`config.mk`:
```
export PLATFORM = sky130hd
export DESIGN_NAME = ifu_prefetch_flat
export DESIGN_NICKNAME = d
export VERILOG_FILES = /design/src/rtl/ifu_prefetch_pkg.sv /design/src/rtl/ifu_prefetch_if.sv /design/src/rtl/ifu_fifo.sv /design/src/rtl/ifu_prefetch.sv /design/src/flat_wrapper.sv
export SDC_FILE = /design/constraint.sdc
export NUM_CORES = 1
export LEC_CHECK = 0
export CAP_MARGIN = 30
export CORE_ASPECT_RATIO = 0.7
export CORE_MARGIN = 4
export CORE_UTILIZATION = 40
export DETAILED_ROUTE_END_ITERATION = 10
export HOLD_SLACK_MARGIN = 0.02
export PLACE_DENSITY = 0.74
export RECOVER_POWER = 50
export SYNTH_ARGS = -nofsm -noshare
export SYNTH_HDL_FRONTEND = slang
export SYNTH_SLANG_ARGS = --single-unit
```
`constraint.sdc`:
```
create_clock -name clk -period 8.5 [get_ports clk]
set_clock_uncertainty 0.05 [all_clocks]
set_input_delay 1.7 -clock clk [delete_from_list [all_inputs] [get_ports clk]]
set_output_delay 1.7 -clock clk [all_outputs]
set_load 0.02 [all_outputs]
```
`src/rtl/ifu_prefetch_pkg.sv`:
```
// Shared definitions for the instruction-fetch prefetch block: widths,
// reset PC default, queue entry layout and the fetch FSM state type.
package ifu_prefetch_pkg;

    localparam int          PC_W             = 32;
    localparam int          INSTR_W          = 32;
    localparam logic [31:0] RESET_PC_DEFAULT = 32'h0000_3000;
    localparam logic [31:0] NOP_INSTR        = 32'h0000_0000;

    // One prefetch queue entry: the fetch address and the word read there.
    typedef struct packed {
        logic [PC_W-1:0]    pc;
        logic [INSTR_W-1:0] instr;
    } fetch_entry_t;

    // RUN is normal streaming; FLUSH marks the cycle after a redirect edge.
    typedef enum logic {
        ST_RUN   = 1'b0,
        ST_FLUSH = 1'b1
    } ifu_state_e;

    // Sequential fetch address; wraps modulo 2^32.
    function automatic logic [PC_W-1:0] next_pc(input logic [PC_W-1:0] pc);
        return pc + 32'd4;
    endfunction

    // Redirect targets are forced onto a word boundary.
    function automatic logic [PC_W-1:0] align_pc(input logic [PC_W-1:0] pc);
        return {pc[PC_W-1:2], 2'b00};
    endfunction

endpackage

```
`src/rtl/ifu_prefetch_if.sv`:
```
// Bundle of the instruction-memory and decode-side signals of the fetch
// unit. The master side is the fetch unit; the slave side is the
// surrounding memory/decode logic (or a testbench standing in for it).
interface ifu_prefetch_if;
    import ifu_prefetch_pkg::*;

    logic [PC_W-1:0]    if_pc;
    logic [INSTR_W-1:0] if_instr;
    logic               dec_valid;
    logic               dec_ready;
    logic [INSTR_W-1:0] dec_instr;
    logic [PC_W-1:0]    dec_pc;
    logic               redirect;
    logic [PC_W-1:0]    redirect_pc;

    modport master (
        output if_pc,
        input  if_instr,
        output dec_valid,
        input  dec_ready,
        output dec_instr,
        output dec_pc,
        input  redirect,
        input  redirect_pc
    );

    modport slave (
        input  if_pc,
        output if_instr,
        input  dec_valid,
        output dec_ready,
        input  dec_instr,
        input  dec_pc,
        output redirect,
        output redirect_pc
    );

endinterface

```
`src/rtl/ifu_fifo.sv`:
```
// Small synchronous FIFO holding {pc, instr} prefetch entries. Flush empties
// it in one edge. The read port shows zero whenever the queue is empty so the
// decode side never sees a stale entry.
module ifu_fifo
    import ifu_prefetch_pkg::*;
#(
    parameter  int DEPTH = 2,
    localparam int PTR_W = $clog2(DEPTH)
) (
    input  logic         clk,
    input  logic         reset,
    input  logic         push,
    input  logic         pop,
    input  logic         flush,
    input  fetch_entry_t wr_data,
    output fetch_entry_t rd_data,
    output logic [PTR_W:0] count,
    output logic         full,
    output logic         empty
);

    localparam logic [PTR_W:0] DEPTH_CNT = (PTR_W + 1)'(DEPTH);

    fetch_entry_t     mem [DEPTH];
    logic [PTR_W-1:0] wr_ptr;
    logic [PTR_W-1:0] rd_ptr;
    logic             do_write;
    logic             do_read;

    assign full     = (count == DEPTH_CNT);
    assign empty    = (count == '0);
    assign do_read  = pop & ~empty & ~flush;
    assign do_write = push & (~full | do_read) & ~flush;
    assign rd_data  = empty ? fetch_entry_t'('0) : mem[rd_ptr];

    // Entry storage; contents only matter once counted, so no reset needed.
    always_ff @(posedge clk) begin
        if (do_write) begin
            mem[wr_ptr] <= wr_data;
        end
    end

    // Pointer and occupancy bookkeeping; pointers wrap naturally.
    always_ff @(posedge clk or negedge reset) begin
        if (!reset) begin
            wr_ptr <= '0;
            rd_ptr <= '0;
            count  <= '0;
        end else if (flush) begin
            wr_ptr <= '0;
            rd_ptr <= '0;
            count  <= '0;
        end else begin
            if (do_write) begin
                wr_ptr <= wr_ptr + 1'b1;
            end
            if (do_read) begin
                rd_ptr <= rd_ptr + 1'b1;
            end
            case ({do_write, do_read})
                2'b10:   count <= count + 1'b1;
                2'b01:   count <= count - 1'b1;
                default: count <= count;
            endcase
        end
    end

endmodule

```
`src/rtl/ifu_prefetch.sv`:
```
// Instruction-fetch initiator. Owns the fetch PC, reads the combinational
// instruction ROM every cycle, queues {pc, instr} pairs and presents the
// queue head to decode. A redirect flushes the queue and retargets the PC;
// it outranks both push and pop in the same cycle.
module ifu_prefetch
    import ifu_prefetch_pkg::*;
#(
    parameter logic [31:0] RESET_PC = RESET_PC_DEFAULT,
    parameter int          DEPTH    = 2
) (
    input  logic           clk,
    input  logic           reset,
    ifu_prefetch_if.master bus
);

    localparam int PTR_W = $clog2(DEPTH);

    ifu_state_e       state;
    ifu_state_e       state_next;
    logic [PC_W-1:0]  pc_q;
    logic             push;
    logic             pop;
    logic             head_valid;
    logic             fifo_full;
    logic             fifo_empty;
    logic [PTR_W:0]   unused_fifo_count;
    logic [1:0]       unused_redirect_lsb;
    fetch_entry_t     wr_entry;
    fetch_entry_t     head_entry;

    assign unused_redirect_lsb = bus.redirect_pc[1:0];

    assign wr_entry.pc    = pc_q;
    assign wr_entry.instr = bus.if_instr;

    assign bus.if_pc     = pc_q;
    assign bus.dec_valid = head_valid;
    assign bus.dec_pc    = head_entry.pc;
    assign bus.dec_instr = head_entry.instr;

    // Fetch FSM state register; reset lands in RUN.
    always_ff @(posedge clk or negedge reset) begin
        if (!reset) begin
            state <= ST_RUN;
        end else begin
            state <= state_next;
        end
    end

    // Next state plus the push/pop/valid decisions; redirect suppresses both queue moves.
    always_comb begin
        state_next = ST_RUN;
        head_valid = 1'b0;
        pop        = 1'b0;
        push       = 1'b0;
        if (bus.redirect) begin
            state_next = ST_FLUSH;
        end
        if (state == ST_RUN) begin
            head_valid = ~fifo_empty;
        end
        pop  = head_valid & bus.dec_ready & ~bus.redirect;
        push = ~bus.redirect & (~fifo_full | pop);
    end

    // Fetch PC: redirect target, else advance on every accepted fetch, else hold and re-read.
    always_ff @(posedge clk or negedge reset) begin
        if (!reset) begin
            pc_q <= RESET_PC;
        end else if (bus.redirect) begin
            pc_q <= align_pc(bus.redirect_pc);
        end else if (push) begin
            pc_q <= next_pc(pc_q);
        end
    end

    ifu_fifo #(
        .DEPTH (DEPTH)
    ) u_fifo (
        .clk     (clk),
        .reset   (reset),
        .push    (push),
        .pop     (pop),
        .flush   (bus.redirect),
        .wr_data (wr_entry),
        .rd_data (head_entry),
        .count   (unused_fifo_count),
        .full    (fifo_full),
        .empty   (fifo_empty)
    );

endmodule

```
`src/flat_wrapper.sv`:
```
// flat-port wrapper written by rule: the top's interface ports become plain ports
module ifu_prefetch_flat import ifu_prefetch_pkg::*;
#(
    parameter logic [31:0] RESET_PC = RESET_PC_DEFAULT,
    parameter int          DEPTH    = 2
)
  (clk, reset, bus_if_pc, bus_if_instr, bus_dec_valid, bus_dec_ready, bus_dec_instr, bus_dec_pc, bus_redirect, bus_redirect_pc);
  ifu_prefetch_if bus_i ();
  input  logic clk;
  input  logic reset;
  output wire logic [$bits(bus_i.if_pc)-1:0] bus_if_pc;
  input wire logic [$bits(bus_i.if_instr)-1:0] bus_if_instr;
  output wire logic [$bits(bus_i.dec_valid)-1:0] bus_dec_valid;
  input wire logic [$bits(bus_i.dec_ready)-1:0] bus_dec_ready;
  output wire logic [$bits(bus_i.dec_instr)-1:0] bus_dec_instr;
  output wire logic [$bits(bus_i.dec_pc)-1:0] bus_dec_pc;
  input wire logic [$bits(bus_i.redirect)-1:0] bus_redirect;
  input wire logic [$bits(bus_i.redirect_pc)-1:0] bus_redirect_pc;
  assign bus_if_pc = bus_i.if_pc;
  assign bus_i.if_instr = bus_if_instr;
  assign bus_dec_valid = bus_i.dec_valid;
  assign bus_i.dec_ready = bus_dec_ready;
  assign bus_dec_instr = bus_i.dec_instr;
  assign bus_dec_pc = bus_i.dec_pc;
  assign bus_i.redirect = bus_redirect;
  assign bus_i.redirect_pc = bus_redirect_pc;
  ifu_prefetch #(.RESET_PC(RESET_PC), .DEPTH(DEPTH)) u_core (.clk(clk), .reset(reset), .bus(bus_i));
endmodule
```
### Yosys cells after proc, flatten, opt, wreduce, memory -nomap -nowiden

Memories as Yosys holds them, arrays and structs flattened.
Index checks and enable logic that the tools add are counted.

* memories: 1
* bits in writable memories: 128
* logic and storage cells: 44
* output and inout port bits: 97
* bits in registers: 37

Memories
* u_core.u_fifo.mem: words 2, width 64, rd ports 1, clocked after memory_dff 0, wr ports 1, RTL line ifu_fifo.sv:24 `fetch_entry_t mem [DEPTH];`

* add/sub/neg operators: 5
* mux-type cells: 13
* bitwise logic cells: 12
* reductions and logical operators: 5
* eq/ne operators: 3

Operators with widths (count)
* $mux 32: 2
* $mux 64: 1
* $add 32x3->32 const B: 1
* $mux 1: 8
* $and 1x1->1: 7
* $reduce_bool 2->1: 3
* $eq 2x2->1 const B: 2
* $pmux 2 s2: 1
* $not 1->1: 3
* $reduce_bool 3->1: 1
* $add 1x1->1 const B: 2
* $add 2x1->2 const B: 1
* $eq 2x1->1 const B: 1
* $logic_not 2->1: 1
* $mux 2: 1
* $or 1x1->1: 2
* $sub 2x1->2 const B: 1

### Depth between registers and ports, before layout

* depth in word-level cells: 13
* mapped depth: 6
* gate-level depth less buffers: 5

### By module

From an unflattened synthesis, not the netlist that was laid out.

* cell total of the unflattened synthesis: 513
* area, all modules: 6935.4 um2

By module, submodules not included
* ifu_fifo: area each 5043.6 um2, cells each 297, times used 1, sequential area each 3943.8 um2
* ifu_prefetch: area each 1891.8 um2, cells each 216, times used 1, sequential area each 778.2 um2

### Worst setup path after synthesis

No wires, ideal clock.

* path type: in2reg
* start point: input port bus_redirect
* end point: memory u_core.u_fifo.mem[1][0] (netlist bit) (enable)
* setup slack: 1.029 ns
* cell stages on the path: 3
* buffers on the path: 0
* data arrival time: 6.850 ns
* required time: 7.879 ns
* cell sequence: nor3b_2 > nor2_1 > nor3b_1

* longest elaborated chain between the ends: 9
* elaborated cells between the ends (all ways): 11

RTL lines
* start, declared: RTL line flat_wrapper.sv:17 `input wire logic [$bits(bus_i.redirect)-1:0] bus_redirect;`
* $not 1->1 (*)
* $and 1x1->1: RTL line ifu_prefetch.sv:62 `pop = head_valid & bus.dec_ready & ~bus.redirect;`
* $and 1x1->1 (2 in series): RTL line ifu_fifo.sv:32 `assign do_read = pop & ~empty & ~flush;`
* $or 1x1->1: RTL line ifu_fifo.sv:33 `assign do_write = push & (~full | do_read) & ~flush;`
* $and 1x1->1: RTL line ifu_fifo.sv:33
* $and 1x1->1 (*): RTL line ifu_fifo.sv:33
* $mux 1 (*): RTL line ifu_fifo.sv:38 `if (do_write) begin`
* $mux 1 (not written as such) (*): RTL line ifu_fifo.sv:39 `mem[wr_ptr] <= wr_data;`
* end, declared: RTL line ifu_fifo.sv:24

Mark *: on every way between the ends. The rest lies on a longest branch, timed or not.

### Worst setup path in the final report

* start point: input port bus_redirect
* end point: memory u_core.u_fifo.mem[1][1] (netlist bit) (enable)

Same word-level chain as after synthesis.

==> flow_summary.yaml <==
timing:
  fin_crit_ps: 5010
  rsz0062_at_grt: "no"
  setup_viol: 0
  timing_hold_violations_final: 0
  fin_crit_sh_pct: 59.0
  finalSetupTns_ps: 0
  slew_headroom_pct: -28.4
  tightest_slew_ps: 1930
  max_clock_freq_ghz: 0.200
  slew_violations: 80
synth:
  synth-edff-count: 124
  syn_area_um2: 6750
  async_flop_share_pct: 22.0
  ys_warn_count: 0
  synth_cell_types: 51
  seq_area_frac_synth_pct: 68.1
  synth.avg_cell_area_um2: 13.5
  ys_ff_latch: 159
  syn_inst: 502
  synthFlopType: "edfxtp_1"
status:
  status: "finished with violations"
  violations: "capacitance limit, slew limit"
pwr:
  ir_drop_mv: 0.100
  power_leakage_nw: 3.11
  powerDensity_nw_per_um2: 243
  p_total_w: 0.00224
finish:
  design_area_um2: 9210
  final_common_cell: "edfxtp_1"
  final_cell_mix: "124 x edfxtp_1, 94 x clkdlybuf4s50_1, 83 x nor2_1"
  nNetsFinal: 729
  syn_to_final_growth_pct: 36.3
  drive_above_1_share_pct: 6.84
global_routing:
  antenna_found_initial: 2
  first_global_vias: 4691
  grt_max_degree: 67
  grt_use_total_pct: 17.7
  grt-ovfl-total: 0
  grt_first_pass_wirelength_um: 25600
min_path:
  hp-class: "flop to flop"
die:
  core_area_um2: 16400
  start_util_pct: 41.1
  die_x_um: 163
  row_count: 39
  die_area_um2: 19100
  io_pins: 165
  die_y_um: 117
clocking:
  cts_tree: "yes"
  ctsHoldBuffers: 0
  cts_setup_buffers: 0
  cts.sinks: 159
  ctsResizeCount: 0
  cts_max_level: 4
  root_buffer: "clkbuf_16"
  clk_pin_slew_ps: 60
  cts_buffers: 17
  max-clock-path-buffers: 2
  clkLatencyLatePin_ps: 440
drt:
  routed_wl_um: 16600
  ant_nets: 0
  avgViaCountPerCell: 5.28
  vias: 4751
  drt_iter0_drc: 451
  firstDrtPassIters: 5
  drc: 0
  wl_per_cell_um: 18.5
placement:
  io_buffers: 158
  gp_congestion: 0.798
  dpl-instance-area_um2: 8600
  hpwl_um: 11200
critical_path:
  cp-start-kind: "input pin"
  worstSetupPathType: "input pin to flop"
  cp.required_ps: 8500
  cp_max_fo: 43
  arrival_ps: 5010
  end_kind: "flop"
run:
  timing.max_cap.violations: 2
registers in the layout, summed over array words and instances, names as in the netlist:
| register | cells |
|---|---|
| u_core.u_fifo.rd_ptr | 1 |
| u_core.u_fifo.mem | 124 |
| u_core.bus.if_pc | 30 |
| u_core.state | 1 |
| u_core.u_fifo.count | 2 |
| u_core.u_fifo.wr_ptr | 1 |
Yosys cell counts, types with 3 or more instances:
cell	number	area, um2
edfxtp_1	124	3720
nand2_1	22	82.6
buf_1	3	11.3
a31oi_1	15	93.8
nor2_1	84	315
o2111ai_1	4	35.0
mux2i_1	63	631
or4_1	10	75.1
and4_1	4	35.0
inv_1	5	18.8
xnor2_1	5	43.8
o21ai_0	21	105
nand4_1	5	31.3
nor3_1	3	15.0
o211ai_1	3	22.5
nand3_1	10	50.1
or3_1	8	50.1
buf_4	4	30.0
dfrtp_1	33	826
a211oi_1	3	22.5
o31ai_1	7	52.6
clkbuf_1	21	78.8
xor2_1	8	70.1
metrics by stage:
stage                     setup WS, ps  instances  hold slack [ps]  utilization [%]
final                             3490        899              530             56.0
after global routing              3140        899              547             56.0
after CTS                         4360        898              531             56.1
after detailed placement          4160        866              508             52.3
after global placement            4230        865              501             52.1
after floorplan                   1030        505              469                -
per-layer routing:
metal | vias to the layer above | part of all wire, % | global-route usage, %
met5 | - | 0.078 | 0
met4 | 2 | 1.5 | 6.31
met3 | 22 | 8.7 | 5.71
met2 | 217 | 46 | 26.9
met1 | 2307 | 44 | 24.2
li1 | 2203 | - | -
worst paths after layout:
check	startpoint	cells after the start	slack [ps]	end
worst max-delay path	bus_redirect	6	3490	u_core.u_fifo.mem[1][1]$_DFFE_PP_
worst min-delay path	u_core.bus.if_pc[26]$_DFFE_PN0N_	0	530	u_core.u_fifo.mem[0][58]$_DFFE_PP_
worst max register to register	u_core.state$_DFF_PN0_	4	5690	u_core.u_fifo.mem[1][1]$_DFFE_PP_
worst min register to register	u_core.bus.if_pc[26]$_DFFE_PN0N_	0	530	u_core.u_fifo.mem[0][58]$_DFFE_PP_
max in group asynchronous	reset	2	4730	u_core.u_fifo.rd_ptr$_DFFE_PN0P_
min in group asynchronous	reset	2	2300	u_core.bus.if_pc[8]$_DFFE_PN0N_
cells by family (layout without fill, tap and decap cells):
family                     after synthesis  after routing  share of synthesized area (%)
muxes                                   63             63                           9.34
other                                    1              5                         0.0555
AOI/OAI and AO/OA                       65             65                           6.39
and+or+nand+nor                        165            165                           12.0
buffers and inverters                   35            203                           2.20
adders and majority gates                1              1                          0.185
DFF                                    159            159                           68.1
xor gates and xnor gates                13             13                           1.69
area by class of cell:
type                            count  area [um2]
Multi-Input combinational cell    311        2030
Antenna cell                        1        2.50
Clock inverter                     15         193
Timing Repair Buffer              166        1650
Tap cell                          225         282
Inverter                            5        18.8
Sequential cell                   159        4610
Clock buffer                       17         425
Fill cell                        1340        7240
critical path, stage by stage:
cell	delay, ps
dlygate4sd3_1	530
clkbuf_1	620
nor3b_1	1050
nor2_1	320
nor3b_2	270
buf_4	480
power breakdown:
part | leakage (nW) | internal (W) | switching [W]
Combinational | 1.25 | 0.000193 | 0.000255
Sequential | 1.56 | 0.000935 | 0.0000588
Clock | 0.288 | 0.000489 | 0.000308
Total | 3.11 | 0.00162 | 0.000621
Power figures use the tool's default switching activity.
